File: src/rtl/ball_sprite.sv
//------------------------------------------------------------------------------
// Module   : ball_sprite
// Brief    : Bouncing ball sprite with SERVE/MOVE control, wall bounce, scoring
//            and paddle-hit reversal. Optional macro BALL_SPRITE_COLLIDE_EN adds
//            a pixel-overlap collision latch that reverses horizontal motion.
// Revision : 1.0 - initial release
//------------------------------------------------------------------------------
`default_nettype none

module ball_sprite #(
  parameter int         WIDTH        = 10,
  parameter int         HEIGHT       = 10,
  parameter logic [1:0] R            = 2'h3,
  parameter logic [1:0] G            = 2'h3,
  parameter logic [1:0] B            = 2'h3,
  parameter int         SCR_W        = 640,
  parameter int         SCR_H        = 480,
  parameter int         X0           = 320,
  parameter int         Y0           = 240,
  parameter int         SPEED        = 2,
  parameter int         SERVE_FRAMES = 60
) (
  input  logic        clk,
  input  logic        rst,
  input  logic [10:0] x,
  input  logic [10:0] y,
  input  logic        frame,
  input  logic        run,
  input  logic        hit_x,
  input  logic        obj_en,
  output logic [10:0] sx,
  output logic [10:0] sy,
  output logic [1:0]  r,
  output logic [1:0]  g,
  output logic [1:0]  b,
  output logic        en,
  output logic        score_l,
  output logic        score_r,
  output logic        serving
);

  typedef enum logic [0:0] {S_SERVE = 1'b0, S_MOVE = 1'b1} state_t;

  localparam logic signed [11:0] c_HW       = 12'(WIDTH / 2);
  localparam logic signed [11:0] c_HH       = 12'(HEIGHT / 2);
  localparam logic signed [11:0] c_XMAX     = 12'(SCR_W - 1);
  localparam logic signed [11:0] c_YMAX     = 12'(SCR_H - 1);
  localparam logic signed [11:0] c_SPD      = 12'(SPEED);
  localparam logic [10:0]        c_X0       = 11'(X0);
  localparam logic [10:0]        c_Y0       = 11'(Y0);
  localparam logic [10:0]        c_YTOP     = 11'(HEIGHT / 2);
  localparam logic [10:0]        c_YBOT     = 11'(SCR_H - 1 - HEIGHT / 2);
  localparam logic [7:0]         c_CNT_LAST = 8'(SERVE_FRAMES - 1);

  state_t      r_state, w_state_nxt;
  logic [7:0]  r_cnt, w_cnt_nxt;
  logic [10:0] r_sx, w_sx_nxt;
  logic [10:0] r_sy, w_sy_nxt;
  logic        r_dx, w_dx_nxt;   // 1 = +1, 0 = -1
  logic        r_dy, w_dy_nxt;
  logic        r_pend, w_pend_nxt;
  logic        r_en, r_score_l, r_score_r;
  logic [1:0]  r_r, r_g, r_b;
  logic        w_score_l, w_score_r;
  logic        w_tick, w_win, w_coll, w_rev, w_dx_eff;
  logic signed [11:0] w_px, w_py, w_cx, w_cy, w_mx, w_my;

  assign w_px = $signed({1'b0, x});
  assign w_py = $signed({1'b0, y});
  assign w_cx = $signed({1'b0, r_sx});
  assign w_cy = $signed({1'b0, r_sy});

  assign w_win = (w_px >= w_cx - c_HW) && (w_px < w_cx + c_HW) &&
                 (w_py >= w_cy - c_HH) && (w_py < w_cy + c_HH);

  assign w_tick   = frame & run;
  assign w_rev    = r_pend | hit_x | w_coll;
  assign w_dx_eff = r_dx ^ w_rev;
  assign w_mx     = w_cx + (w_dx_eff ? c_SPD : -c_SPD);
  assign w_my     = w_cy + (r_dy ? c_SPD : -c_SPD);

`ifdef BALL_SPRITE_COLLIDE_EN
  logic r_coll;

  // Overlap seen during the frame being drawn; consumed by the next frame tick.
  always_ff @(posedge clk or posedge rst) begin
    if (rst) begin
      r_coll <= 1'b0;
    end else if (w_tick) begin
      r_coll <= 1'b0;
    end else if (w_win && obj_en) begin
      r_coll <= 1'b1;
    end
  end

  assign w_coll = r_coll;
`else
  logic w_unused_obj_en;
  assign w_unused_obj_en = obj_en;
  assign w_coll          = 1'b0;
`endif

  always_comb begin
    w_state_nxt = r_state;
    w_cnt_nxt   = r_cnt;
    w_sx_nxt    = r_sx;
    w_sy_nxt    = r_sy;
    w_dx_nxt    = r_dx;
    w_dy_nxt    = r_dy;
    w_pend_nxt  = r_pend;
    w_score_l   = 1'b0;
    w_score_r   = 1'b0;
    if (run && hit_x) begin
      w_pend_nxt = 1'b1;
    end
    case (r_state)
      S_SERVE: begin
        if (w_tick) begin
          if (r_cnt == c_CNT_LAST) begin
            w_state_nxt = S_MOVE;
            w_cnt_nxt   = 8'd0;
          end else begin
            w_cnt_nxt = r_cnt + 8'd1;
          end
        end
      end
      S_MOVE: begin
        if (w_tick) begin
          w_pend_nxt = 1'b0;
          w_dx_nxt   = w_dx_eff;
          if ((w_mx - c_HW < 12'sd0) || (w_mx + c_HW > c_XMAX)) begin
            // Ball left the playfield: the opposite side scores and re-serves.
            w_score_r   = (w_mx - c_HW < 12'sd0);
            w_score_l   = ~(w_mx - c_HW < 12'sd0);
            w_sx_nxt    = c_X0;
            w_sy_nxt    = c_Y0;
            w_dx_nxt    = ~w_dx_eff;
            w_state_nxt = S_SERVE;
            w_cnt_nxt   = 8'd0;
          end else begin
            w_sx_nxt = w_mx[10:0];
            if (w_my - c_HH < 12'sd0) begin
              w_sy_nxt = c_YTOP;
              w_dy_nxt = 1'b1;
            end else if (w_my + c_HH > c_YMAX) begin
              w_sy_nxt = c_YBOT;
              w_dy_nxt = 1'b0;
            end else begin
              w_sy_nxt = w_my[10:0];
            end
          end
        end
      end
      default: begin
        w_state_nxt = S_SERVE;
      end
    endcase
  end

  always_ff @(posedge clk or posedge rst) begin
    if (rst) begin
      r_state   <= S_SERVE;
      r_cnt     <= 8'd0;
      r_sx      <= c_X0;
      r_sy      <= c_Y0;
      r_dx      <= 1'b1;
      r_dy      <= 1'b1;
      r_pend    <= 1'b0;
      r_en      <= 1'b0;
      r_r       <= 2'd0;
      r_g       <= 2'd0;
      r_b       <= 2'd0;
      r_score_l <= 1'b0;
      r_score_r <= 1'b0;
    end else begin
      r_state   <= w_state_nxt;
      r_cnt     <= w_cnt_nxt;
      r_sx      <= w_sx_nxt;
      r_sy      <= w_sy_nxt;
      r_dx      <= w_dx_nxt;
      r_dy      <= w_dy_nxt;
      r_pend    <= w_pend_nxt;
      r_en      <= w_win;
      r_r       <= w_win ? R : 2'd0;
      r_g       <= w_win ? G : 2'd0;
      r_b       <= w_win ? B : 2'd0;
      r_score_l <= w_score_l;
      r_score_r <= w_score_r;
    end
  end

  assign sx      = r_sx;
  assign sy      = r_sy;
  assign en      = r_en;
  assign r       = r_r;
  assign g       = r_g;
  assign b       = r_b;
  assign score_l = r_score_l;
  assign score_r = r_score_r;
  assign serving = (r_state == S_SERVE);

endmodule

`default_nettype wire

File: config.mk
export PLATFORM = sky130hd
export DESIGN_NAME = ball_sprite
export DESIGN_NICKNAME = d
export VERILOG_FILES = /design/src/rtl/ball_sprite.sv
export SDC_FILE = /design/constraint.sdc
export NUM_CORES = 1
export LEC_CHECK = 0
export BUFFER_PORTS_ARGS = -buffer_cell sky130_fd_sc_hd__buf_2
export CORE_AREA = 2 2 116 118
export DETAILED_ROUTE_END_ITERATION = 8
export DIE_AREA = 0 0 118 120
export GPL_ROUTABILITY_DRIVEN = 0
export MAX_ROUTING_LAYER = met4
export PLACE_DENSITY = 0.63
export SLEW_MARGIN = 5
export SYNTH_ARGS = -nofsm -noshare
export SYNTH_HDL_FRONTEND = slang
export SYNTH_SLANG_ARGS = --single-unit
File: constraint.sdc
create_clock -name clk -period 4.2 [get_ports clk]
set_clock_uncertainty 0.2 [all_clocks]
set_input_delay 0.21 -clock clk [delete_from_list [all_inputs] [get_ports clk]]
set_output_delay 0.21 -clock clk [all_outputs]
set_load 0.005 [all_outputs]
==> qor.txt, run 1 <==
Largest net degree at the start of global routing -> 37
Leakage -> 0.00229 uW
Number of max-cap violations -> 0
Top cells by area, synth -> ha_1, dfrtp_1, dfstp_2, xor2_1, xnor2_1
Initial antenna violation count -> 0
Slew @ Worst Pin -> 0.868 ns
R2R Setup Slk -> 0.16 ns
#FFs+latches synth -> 36
Design Area, Final -> 5120 sq um
Hold Vio Cnt, Final -> 0
Setup Crit Path Kind -> reg2reg
Total gr overflow -> 0
Hold EP -> r_pend
First-pass GRT wire length -> 18400 um
Crit path from -> r_pend
Tcrit/Tclk final -> 96.2%
Levels on crit path -> 13
Vias -> 4080
CTS tree -> built
FF-to-FF End -> r_cnt[0]
EDFF count, synth -> 0
Hold Path Stages -> 3
Layout cells sized above 1 -> 20.1%
FILL cells -> 1336
# diodes -> 0
CP max-delay cell -> or3_1
Worst-path maximum fanout -> 7
FMAX -> 248 MHz
Worst r2r src -> r_pend
Final count of negative-setup-slack endpoints -> 0
Critical Path Sink Type -> flip-flop
Largest stage delay on the critical path -> 0.47 ns
Syn avg cell area -> 8.44 sq um
Sink Count -> 36
CP Launch Type -> flip-flop
Most frequent cells in the layout -> ha_1, buf_2, nor2_1, nand2_1, dfrtp_1
Syn Inst Count -> 522
FF-to-FF path depth -> 13
VDD IR max -> 0.151 mV
Layout Cells excl Fill -> 754
Mapped Area -> 4410 sq um
Min-delay worst type -> in2reg
Worst hold path startpoint -> hit_x
Final Max Slew Viols -> 0
Clock Latency Late Sink -> 0.28 ns
Final nets -> 669
HPWL Detailed -> 8430 um
DIE AREA -> 14200 sq um
Core area -> 13000 sq um
Overall power -> 1230 uW
CP bufs+invs -> 1
Worst-path clk slew -> 0.05 ns
Main flop type after synthesis -> dfrtp_1
Cell row count -> 42
Post-detailed-placement cell area -> 4920 sq um
Slew headroom -> 42.0%
Vias/cell -> 5.41
Syn_nets -> 614
Status -> finished, final reports clean
CTS Buf Count -> 5
Wire per inst -> 14.2 um
Clk buf depth -> 2
Area leader, netlist -> ha_1
Ys Warns -> 0
Crit path required time -> 4.16 ns
Pwr/cell area -> 240 nW/um^2
Commonest non-fill, non-tap cell in the layout -> ha_1
Initial DRC Count -> 156
FFs w/ async S/R, synth -> 100%
Number of global-route vias before repair -> 3918
Register area share after synthesis -> 20.7%
Setup TNS -> 0 ns
IO Port Bufs -> 57
Postcts setup bufs -> 0
Die H -> 120 um
Detail Route Antenna Nets -> 0
Final wirelength -> 10700 um
Delay-heaviest family, CP -> compound AO/OA/AOI/OAI gates
Die width -> 118 um
DRT Pass-1 Iters -> 4
Inst Count DP -> 745
Final min period -> 4.04 ns
Crit-path cells -> or3_1 -> and2_4 -> xnor2_1 -> ha_1 -> a211o_1 -> o32ai_2 -> xor2_1 -> or3_1 -> o31a_1 -> o32ai_2 -> buf_4 -> o21ai_1 -> mux2_2
H-tree levels -> 2
Gr usage total -> 15.8%
Initial Util -> 34.0%
Synth unique cells -> 80
Critical path arrival -> 4.00 ns
Root Driver -> clkbuf_16
Synth-to-Final Area Change -> 16.2%
DRC -> 0
IO Count -> 60
Top cell type's share of synthesized area -> 17.9%
[power by group]
group	leakage, uW	total [uW]	internal (uW)	switching [uW]
Sequential	0.000436	426	380	45.6
Combinational	0.00177	384	184	200
Clock	0.0000798	419	278	140
[layout make-up]
| type | instances | area (sq um) | area share, % |
|---|---|---|---|
| clock buffer | 5 | 125 | 2.44 |
| inverter | 19 | 71.3 | 1.39 |
| clock inverter | 3 | 42.5 | 0.831 |
| sequential | 36 | 911 | 17.8 |
| tap | 176 | 220 | 4.30 |
| multi-input combinational | 436 | 3300 | 64.4 |
| timing repair buffer | 79 | 453 | 8.84 |
[worst max-delay path by stage]
stage / end / slack [ns]
4_1_cts: sy[10] / 0.10
3_3_place_gp: sx[2] / 0.16
3_5_place_dp: sy[10] / 0.11
6_report: r_cnt[0] / 0.16
2_1_floorplan: sy[0] / 0.31
5_1_grt: sy[4] / -0.01
[sequential cells by signal, summed over array words and instances (netlist names)]
register	count
r_pend	1
sx	10
score_r	1
score_l	1
b	1
sy	11
r_cnt	8
r_dx	1
r_dy	1
r_state	1
[logic make-up (layout without fill, tap and decap cells)]
family                   after synthesis  count (layout)  synth area share [%]
AO/OA/AOI/OAI                        150             150                  25.2
multiplexers                           1               1                 0.256
buffers and inverters                 50             106                  5.08
adder cells (fa/ha/maj)               64              64                  18.3
flip-flops                            36              36                  20.7
AND/OR/NAND/NOR                      173             173                  21.1
XOR/XNOR                              47              47                  9.34
other                                  1               1                0.0851
[metrics by stage]
stage / utilization, % / hold slack (ns) / worst slack (ns)
detailed placement: 37.9 / 0.138 / 0.110
global route: 39.5 / 0.0411 / -0.0131
global placement: 37.9 / 0.137 / 0.161
CTS: 39.3 / 0.0227 / 0.103
finish: 39.5 / 0.0246 / 0.160
floorplan: - / 0.160 / 0.305
[cell usage after synthesis, types with 5 or more instances]
master / number
a211oi_1: 9
a21o_1: 10
a21oi_1: 27
a22o_1: 7
and2_1: 6
buf_4: 7
clkbuf_1: 18
dfrtp_1: 28
dfstp_2: 8
ha_1: 63
inv_1: 19
nand2_1: 31
nand2b_1: 10
nand3_1: 15
nand4_1: 6
nor2_1: 35
nor2b_1: 8
nor3_1: 19
nor4_1: 7
o211ai_1: 5
o21a_1: 11
o21ai_0: 16
o22a_1: 8
or3_1: 10
xnor2_1: 23
xor2_1: 24
[metal layers]
metal	vias to the layer above	global-route usage [%]	part of all wire, %
met3	9	2.00	2.9
li1	2047	-	-
met1	1959	20.2	48
met5	-	-	0
met4	0	2.56	0.78
met2	65	27.1	49
[repair_timing]
action,in CTS,in global routing
hold endpoints to repair,28,0
endpoints found under the setup margin,0,15
hold buffers,1,0
resized for setup,0,6
[tightest hold or removal path: stages]
cell	delay [ns]
buf_2	0.11
a21oi_1	0.06
nor2_1	0.08
(Power assumes the default switching activity.)
==> run 2: changes to the inputs <==
--- a/config.mk
+++ b/config.mk
@@ -12,6 +12,7 @@
 export GPL_ROUTABILITY_DRIVEN = 0
 export MAX_ROUTING_LAYER = met4
 export PLACE_DENSITY = 0.63
+export REMOVE_ABC_BUFFERS = 1
 export SLEW_MARGIN = 5
 export SYNTH_ARGS = -nofsm -noshare
 export SYNTH_HDL_FRONTEND = slang
==> run 2 against run 1 <==
Net effect: sequential share of layout area up 0.10 points; critical path depth is the same; count of clock-buffer cells in the layout stayed put; final cell count stayed put; via count is 1.1% higher; clock power fell by 14%; routed wire length grew 4.5%; power down 4.3%; die area unchanged; first-iteration DRC count up 30%; highest routed layer unchanged; sequential power is essentially flat; cell area fell by 0.56%.
==> qor.txt, run 2 (same netlist as run 1, synthesis figures left out) <==
Status -> finished, final reports clean
Setup Crit Path Kind -> reg2reg
FF-to-FF End -> r_cnt[0]
Sink Count -> 36 (unchanged)
FF+latch area -> 911 sq um (unchanged)
Crit path required time -> 4.16 ns (about the same)
First-pass GRT wire length -> 19000 um (+3.4%)
Hold Path Stages -> 3 (unchanged)
Synth-to-Final Area Change -> 15.6%
Sw power -> 394 uW (+1.9%)
Comb power frac -> 33.0% (+1.7 points)
Multi-input gate area in the final layout -> 3290 sq um (-0.15%)
Root Driver -> clkbuf_16
# diodes -> 0 (unchanged)
R2R Setup Slk -> 0.21 ns (+0.05 ns)
Vias/cell -> 5.47 (+1.1%)
CTS tree -> built
Layout cells sized above 1 -> 19.9% (-0.17 points)
Initial Util -> 34.0% (unchanged)
Final nets -> 669 (unchanged)
Switching Fraction -> 33.5% (+2.1 points)
Vias -> 4124 (+1.1%)
Most frequent cells in the layout -> ha_1, buf_2, nor2_1, nand2_1, dfrtp_1
Cell row count -> 42 (unchanged)
Worst r2r src -> r_pend
Number of global-route vias before repair -> 4078 (+4.1%)
Hold EP -> r_pend
Largest net degree at the start of global routing -> 37 (unchanged)
CP max-delay cell -> or3_1
RSZ-0062 raised after global routing -> no
Internal Power -> 782 uW (-7.2%)
H-tree levels -> 2 (unchanged)
DRC -> 0 (unchanged)
Worst-path maximum fanout -> 7 (unchanged)
Detail Route Antenna Nets -> 0 (unchanged)
VDD IR max -> 0.158 mV (+4.9%)
Wire per inst -> 14.9 um (+4.5%)
Clock share of power -> 30.7% (-3.4 points)
Hold Vio Cnt, Final -> 0 (unchanged)
Layout Cells excl Fill -> 754 (unchanged)
Leakage -> 0.00228 uW (-0.12%)
Total gr overflow -> 0 (unchanged)
Final Max Slew Viols -> 0 (unchanged)
Final wirelength -> 11200 um (+4.5%)
Clock Latency Late Sink -> 0.28 ns (about the same)
FILL cells -> 1333 (-0.22%)
Largest stage delay on the critical path -> 0.47 ns (about the same)
Clk buf depth -> 2 (unchanged)
Inst Count DP -> 745 (unchanged)
Crit-path cells -> or3_1 -> and2_4 -> xnor2_1 -> ha_1 -> a211o_1 -> o32ai_2 -> xor2_1 -> or3_1 -> o31a_1 -> o32ai_2 -> buf_4 -> o21ai_1 -> mux2_2
IO Count -> 60 (unchanged)
Worst hold path startpoint -> run
Critical Path Sink Type -> flip-flop
Slew @ Worst Pin -> 0.904 ns (+0.0362 ns)
Pwr/cell area -> 231 nW/um^2 (-3.8%)
Min-delay worst type -> in2reg
CP Launch Type -> flip-flop
Initial DRC Count -> 203 (+30%)
Core area -> 13000 sq um (unchanged)
Seq pwr share -> 36.2% (+1.5 points)
Commonest non-fill, non-tap cell in the layout -> ha_1
Critical path arrival -> 3.95 ns (-0.05 ns)
Largest register FFs -> 11 (unchanged)
Setup TNS -> 0 ns (unchanged)
HPWL Detailed -> 8790 um (+4.3%)
Final min period -> 3.99 ns (-0.0502 ns)
Tcrit/Tclk final -> 95.0% (-1.2 points)
CP bufs+invs -> 1 (unchanged)
Final count of negative-setup-slack endpoints -> 0 (unchanged)
IO Port Bufs -> 57 (unchanged)
Die width -> 118 um (unchanged)
DRT Pass-1 Iters -> 5 (+1)
Delay-heaviest family, CP -> compound AO/OA/AOI/OAI gates
DIE AREA -> 14200 sq um (unchanged)
CTS Buf Count -> 5 (unchanged)
Slew headroom -> 39.6% (-2.4 points)
Worst-path clk slew -> 0.06 ns (about the same)
Gr usage total -> 16.4% (+0.60 points)
Die H -> 120 um (unchanged)
Number of max-cap violations -> 0 (unchanged)
FMAX -> 251 MHz (+1.3%)
Initial antenna violation count -> 0 (unchanged)
FF-to-FF path depth -> 13 (unchanged)
-- run 2: cell types whose count changed in the layout (fill, tap and decap cells not counted) --
cell	delta
nor2b_2	+1
clkinvlp_4	-1
clkinv_4	+1
or2_4	-1
clkinv_2	+1
bufinv_16	-1
or2_1	+1
nor2b_1	-1
a211oi_1	+1
a211oi_2	-1
-- run 2: cell type report --
type | count | area share [%]
clock buffer | 5 | 2.46
clock inverter | 3 | 0.369
inverter | 19 | 1.40
multi-input combinational | 436 | 64.7
sequential | 36 | 17.9
tap | 176 | 4.32
timing repair buffer | 79 | 8.89
-- run 2: how the worst max path moves through the flow --
stage,depth (start not counted),startpoint,endpoint
5_1_grt,13,r_pend,sy[4]
4_1_cts,13,r_pend,sy[10]
3_5_place_dp,13,r_pend,sy[10]
2_1_floorplan,12,r_pend,r_cnt[0]
3_3_place_gp,13,r_pend,sy[9]
6_report,13,r_pend,r_cnt[0]
-- run 2: power by group through the flow --
| stage | registers, uW | logic, uW | clock network, uW |
|---|---|---|---|
| 2_1_floorplan | 429 | 266 | 0 |
| 3_3_place_gp | 429 | 371 | 0 |
| 3_5_place_dp | 431 | 386 | 0 |
| 4_1_cts | 426 | 389 | 369 |
| 5_1_grt | 432 | 441 | 384 |
| 6_report | 426 | 388 | 361 |
-- run 2: stage by stage --
stage	util, %	worst slack (ns)	power, uW	cell area [sq um]	hold WS, ns
after floorplan	-	0.0978	695	4250	0.160
after global placement	37.9	0.172	801	4920	0.128
after detailed placement	37.9	0.126	817	4920	0.138
after CTS	39.1	0.111	1180	5070	0.0233
after global routing	39.2	0.0272	1260	5090	0.0750
final	39.2	0.210	1180	5090	0.0225
-- run 2: timing repair --
action,in CTS,in global routing
gates resized for setup,0,5
setup endpoints to repair,0,21
hold buffers,1,0
hold endpoints to repair,28,0
buffers inserted,0,0
-- run 2: worst min-delay path, cell delays in order --
cell     delay (ns)
buf_2          0.10
a21oi_1        0.06
nor2_1         0.08
-- run 2: per-layer routing --
metal	track usage [%]	wire (um)	part of all wire [%]	vias to the layer above
li1	-	-	-	2048
met1	20.8	5350	48	1947
met2	28.1	5280	47	111
met3	1.28	378	3.4	18
met4	4.52	203	1.8	0
met5	-	0	0	-
==> run 3: changes to the inputs <==
--- a/config.mk
+++ b/config.mk
@@ -12,6 +12,7 @@
 export GPL_ROUTABILITY_DRIVEN = 0
 export MAX_ROUTING_LAYER = met4
 export PLACE_DENSITY = 0.63
+export RECOVER_POWER = 25
 export REMOVE_ABC_BUFFERS = 1
 export SLEW_MARGIN = 5
 export SYNTH_ARGS = -nofsm -noshare
==> run 3 against run 2 <==
Net effect: the flow now finishes with violations (max-capacitance violations, max-slew violations); power hardly changed; fmax is 0.17% lower; clock power hardly changed; worst hold slack hardly changed; flip-flop and latch count stayed put; non-clock buffer count stayed put; critical path depth stayed put; sequential power hardly changed; critical path type unchanged.
==> qor.txt, run 3 (same netlist as run 1, synthesis figures left out) <==
Setup TNS -> 0 ns (unchanged)
Slack of the critical path -> 0.204 ns (-0.00667 ns)
Postcts setup bufs -> 0 (unchanged)
Die H -> 120 um (unchanged)
IO Count -> 60 (unchanged)
Tcrit/Tclk final -> 95.2% (+0.16 points)
Met2 GRT Util -> 28.1% (unchanged)
RSZ-0062 raised after global routing -> no
DRT Pass-1 Iters -> 5 (unchanged)
Clock Latency Late Sink -> 0.28 ns (about the same)
Wire per inst -> 14.9 um (about the same)
Initial DRC Count -> 203 (unchanged)
Final nets -> 669 (unchanged)
Final min period -> 4.00 ns (+0.00667 ns)
Slew @ Worst Pin -> 1.93 ns (+1.03 ns)
Worst-path maximum fanout -> 7 (unchanged)
FF-to-FF End -> r_cnt[0]
Worst-path clk slew -> 0.06 ns (about the same)
Detail Route Antenna Nets -> 0 (unchanged)
DRC -> 0 (unchanged)
Met3 Usage GRT -> 1.28% (unchanged)
Layout cells sized above 1 -> 19.6% (-0.35 points)
CP Launch Type -> flip-flop
Die width -> 118 um (unchanged)
Critical path arrival -> 3.96 ns (about the same)
Setup Crit Path Kind -> reg2reg
First-pass GRT wire length -> 19000 um (unchanged)
Critical Path Sink Type -> flip-flop
Gr usage total -> 16.4% (unchanged)
Grt met1 use -> 20.8% (unchanged)
Sink Count -> 36 (unchanged)
IO Port Bufs -> 57 (unchanged)
Crit path required time -> 4.16 ns (about the same)
Largest register FFs -> 11 (unchanged)
Initial antenna violation count -> 0 (unchanged)
Largest net degree at the start of global routing -> 37 (unchanged)
Total gr overflow -> 0 (unchanged)
# diodes -> 0 (unchanged)
Hold Path Stages -> 3 (unchanged)
CTS Buf Count -> 5 (unchanged)
Failing checks -> max-capacitance violations, max-slew violations
Initial Util -> 34.0% (unchanged)
Worst hold path startpoint -> run
Core area -> 13000 sq um (unchanged)
DIE AREA -> 14200 sq um (unchanged)
Number of global-route vias before repair -> 4078 (unchanged)
Slew headroom -> -28.7% (-68 points)
Vias/cell -> 5.46 (-0.19%)
FF-to-FF path depth -> 13 (unchanged)
Synth-to-Final Area Change -> 15.4% (about the same)
Final wirelength -> 11200 um (about the same)
Cell row count -> 42 (unchanged)
HPWL Detailed -> 8790 um (unchanged)
Min-delay worst type -> in2reg
Vias -> 4116 (-0.19%)
Hold Vio Cnt, Final -> 0 (unchanged)
R2R Setup Slk -> 0.20 ns (about the same)
Root Driver -> clkbuf_16
Most frequent cells in the layout -> ha_1, buf_2, nor2_1, nand2_1, dfrtp_1
Hold EP -> r_pend
Setup slack at placement -> 0.126 ns (unchanged)
VDD IR max -> 0.158 mV (about the same)
Final Max Slew Viols -> 37 (+37)
Commonest non-fill, non-tap cell in the layout -> ha_1
Top Usage Layer GRT -> met2
Final count of negative-setup-slack endpoints -> 0 (unchanged)
Status -> complete, but fails checks
Leakage -> 0.00227 uW (-0.35%)
Clk buf depth -> 2 (unchanged)
Number of max-cap violations -> 1 (+1)
Worst r2r src -> r_pend
Pwr/cell area -> 231 nW/um^2 (about the same)
FMAX -> 250 MHz (-0.17%)
H-tree levels -> 2 (unchanged)
CTS tree -> built
## run 3: cell count changes in the layout (fill, tap and decap cells not counted), sizes merged
cell / before / now
buf: 78 / 77
clkbuf: 5 / 6
## run 3: worst max path at each step
stage | from | to | slack (ns) | cells after the start
6_report | r_pend | r_cnt[0] | 0.20 | 13
3_5_place_dp | r_pend | sy[10] | 0.13 | 13
4_1_cts | r_pend | sy[10] | 0.11 | 13
3_3_place_gp | r_pend | sy[9] | 0.17 | 13
2_1_floorplan | r_pend | r_cnt[0] | 0.1 | 12
5_1_grt | r_pend | sy[4] | 0.03 | 13
## run 3: metal layers
| metal | wire length, um | part of all wire [%] |
|---|---|---|
| met3 | 364 | 3.2 |
| met4 | 206 | 1.8 |
| met5 | 0 | 0 |
| met1 | 5380 | 48 |
| met2 | 5270 | 47 |
## run 3: critical path: stages (launching register included)
cell	delay (ns)
dfrtp_1	0.40
or3_1	0.39
and2_4	0.19
xnor2_1	0.15
ha_1	0.28
a211o_1	0.34
o32ai_2	0.27
xor2_1	0.13
or3_1	0.47
o31a_1	0.31
o32ai_2	0.13
buf_4	0.19
o21ai_1	0.12
mux2_2	0.31
## run 3: where the power goes
part / leakage, uW / switching [uW] / internal (uW)
clock: 0.0000736 / 143 / 218
sequential: 0.000436 / 45.6 / 380
combinational: 0.00177 / 205 / 183
total: 0.00227 / 393 / 782
## run 3: what timing repair did
item                       in CTS  in global routing
hold buffers                    1                  0
hold endpoints to repair       28                  0
gates resized for setup         0                  5
setup endpoints to repair       0                 21
## run 3: final cells by class
| class | instances | area (sq um) |
|---|---|---|
| Tap cell | 176 | 220 |
| Sequential cell | 36 | 911 |
| Clock buffer | 5 | 125 |
| Inverter | 19 | 71.3 |
| Timing Repair Buffer | 79 | 448 |
| Fill cell | 1332 | 7890 |
| Clock inverter | 3 | 18.8 |
| Multi-Input combinational cell | 436 | 3290 |
## run 3: stage by stage
stage	cells	instance area, sq um	hold WS [ns]	util (%)	total power, uW
6_report	754	5090	0.0224	39.2	1180
5_1_grt	754	5090	0.0750	39.2	1260
4_1_cts	754	5070	0.0233	39.1	1180
3_5_place_dp	745	4920	0.138	37.9	817
3_3_place_gp	745	4920	0.128	37.9	801
2_1_floorplan	491	4250	0.160	-	695
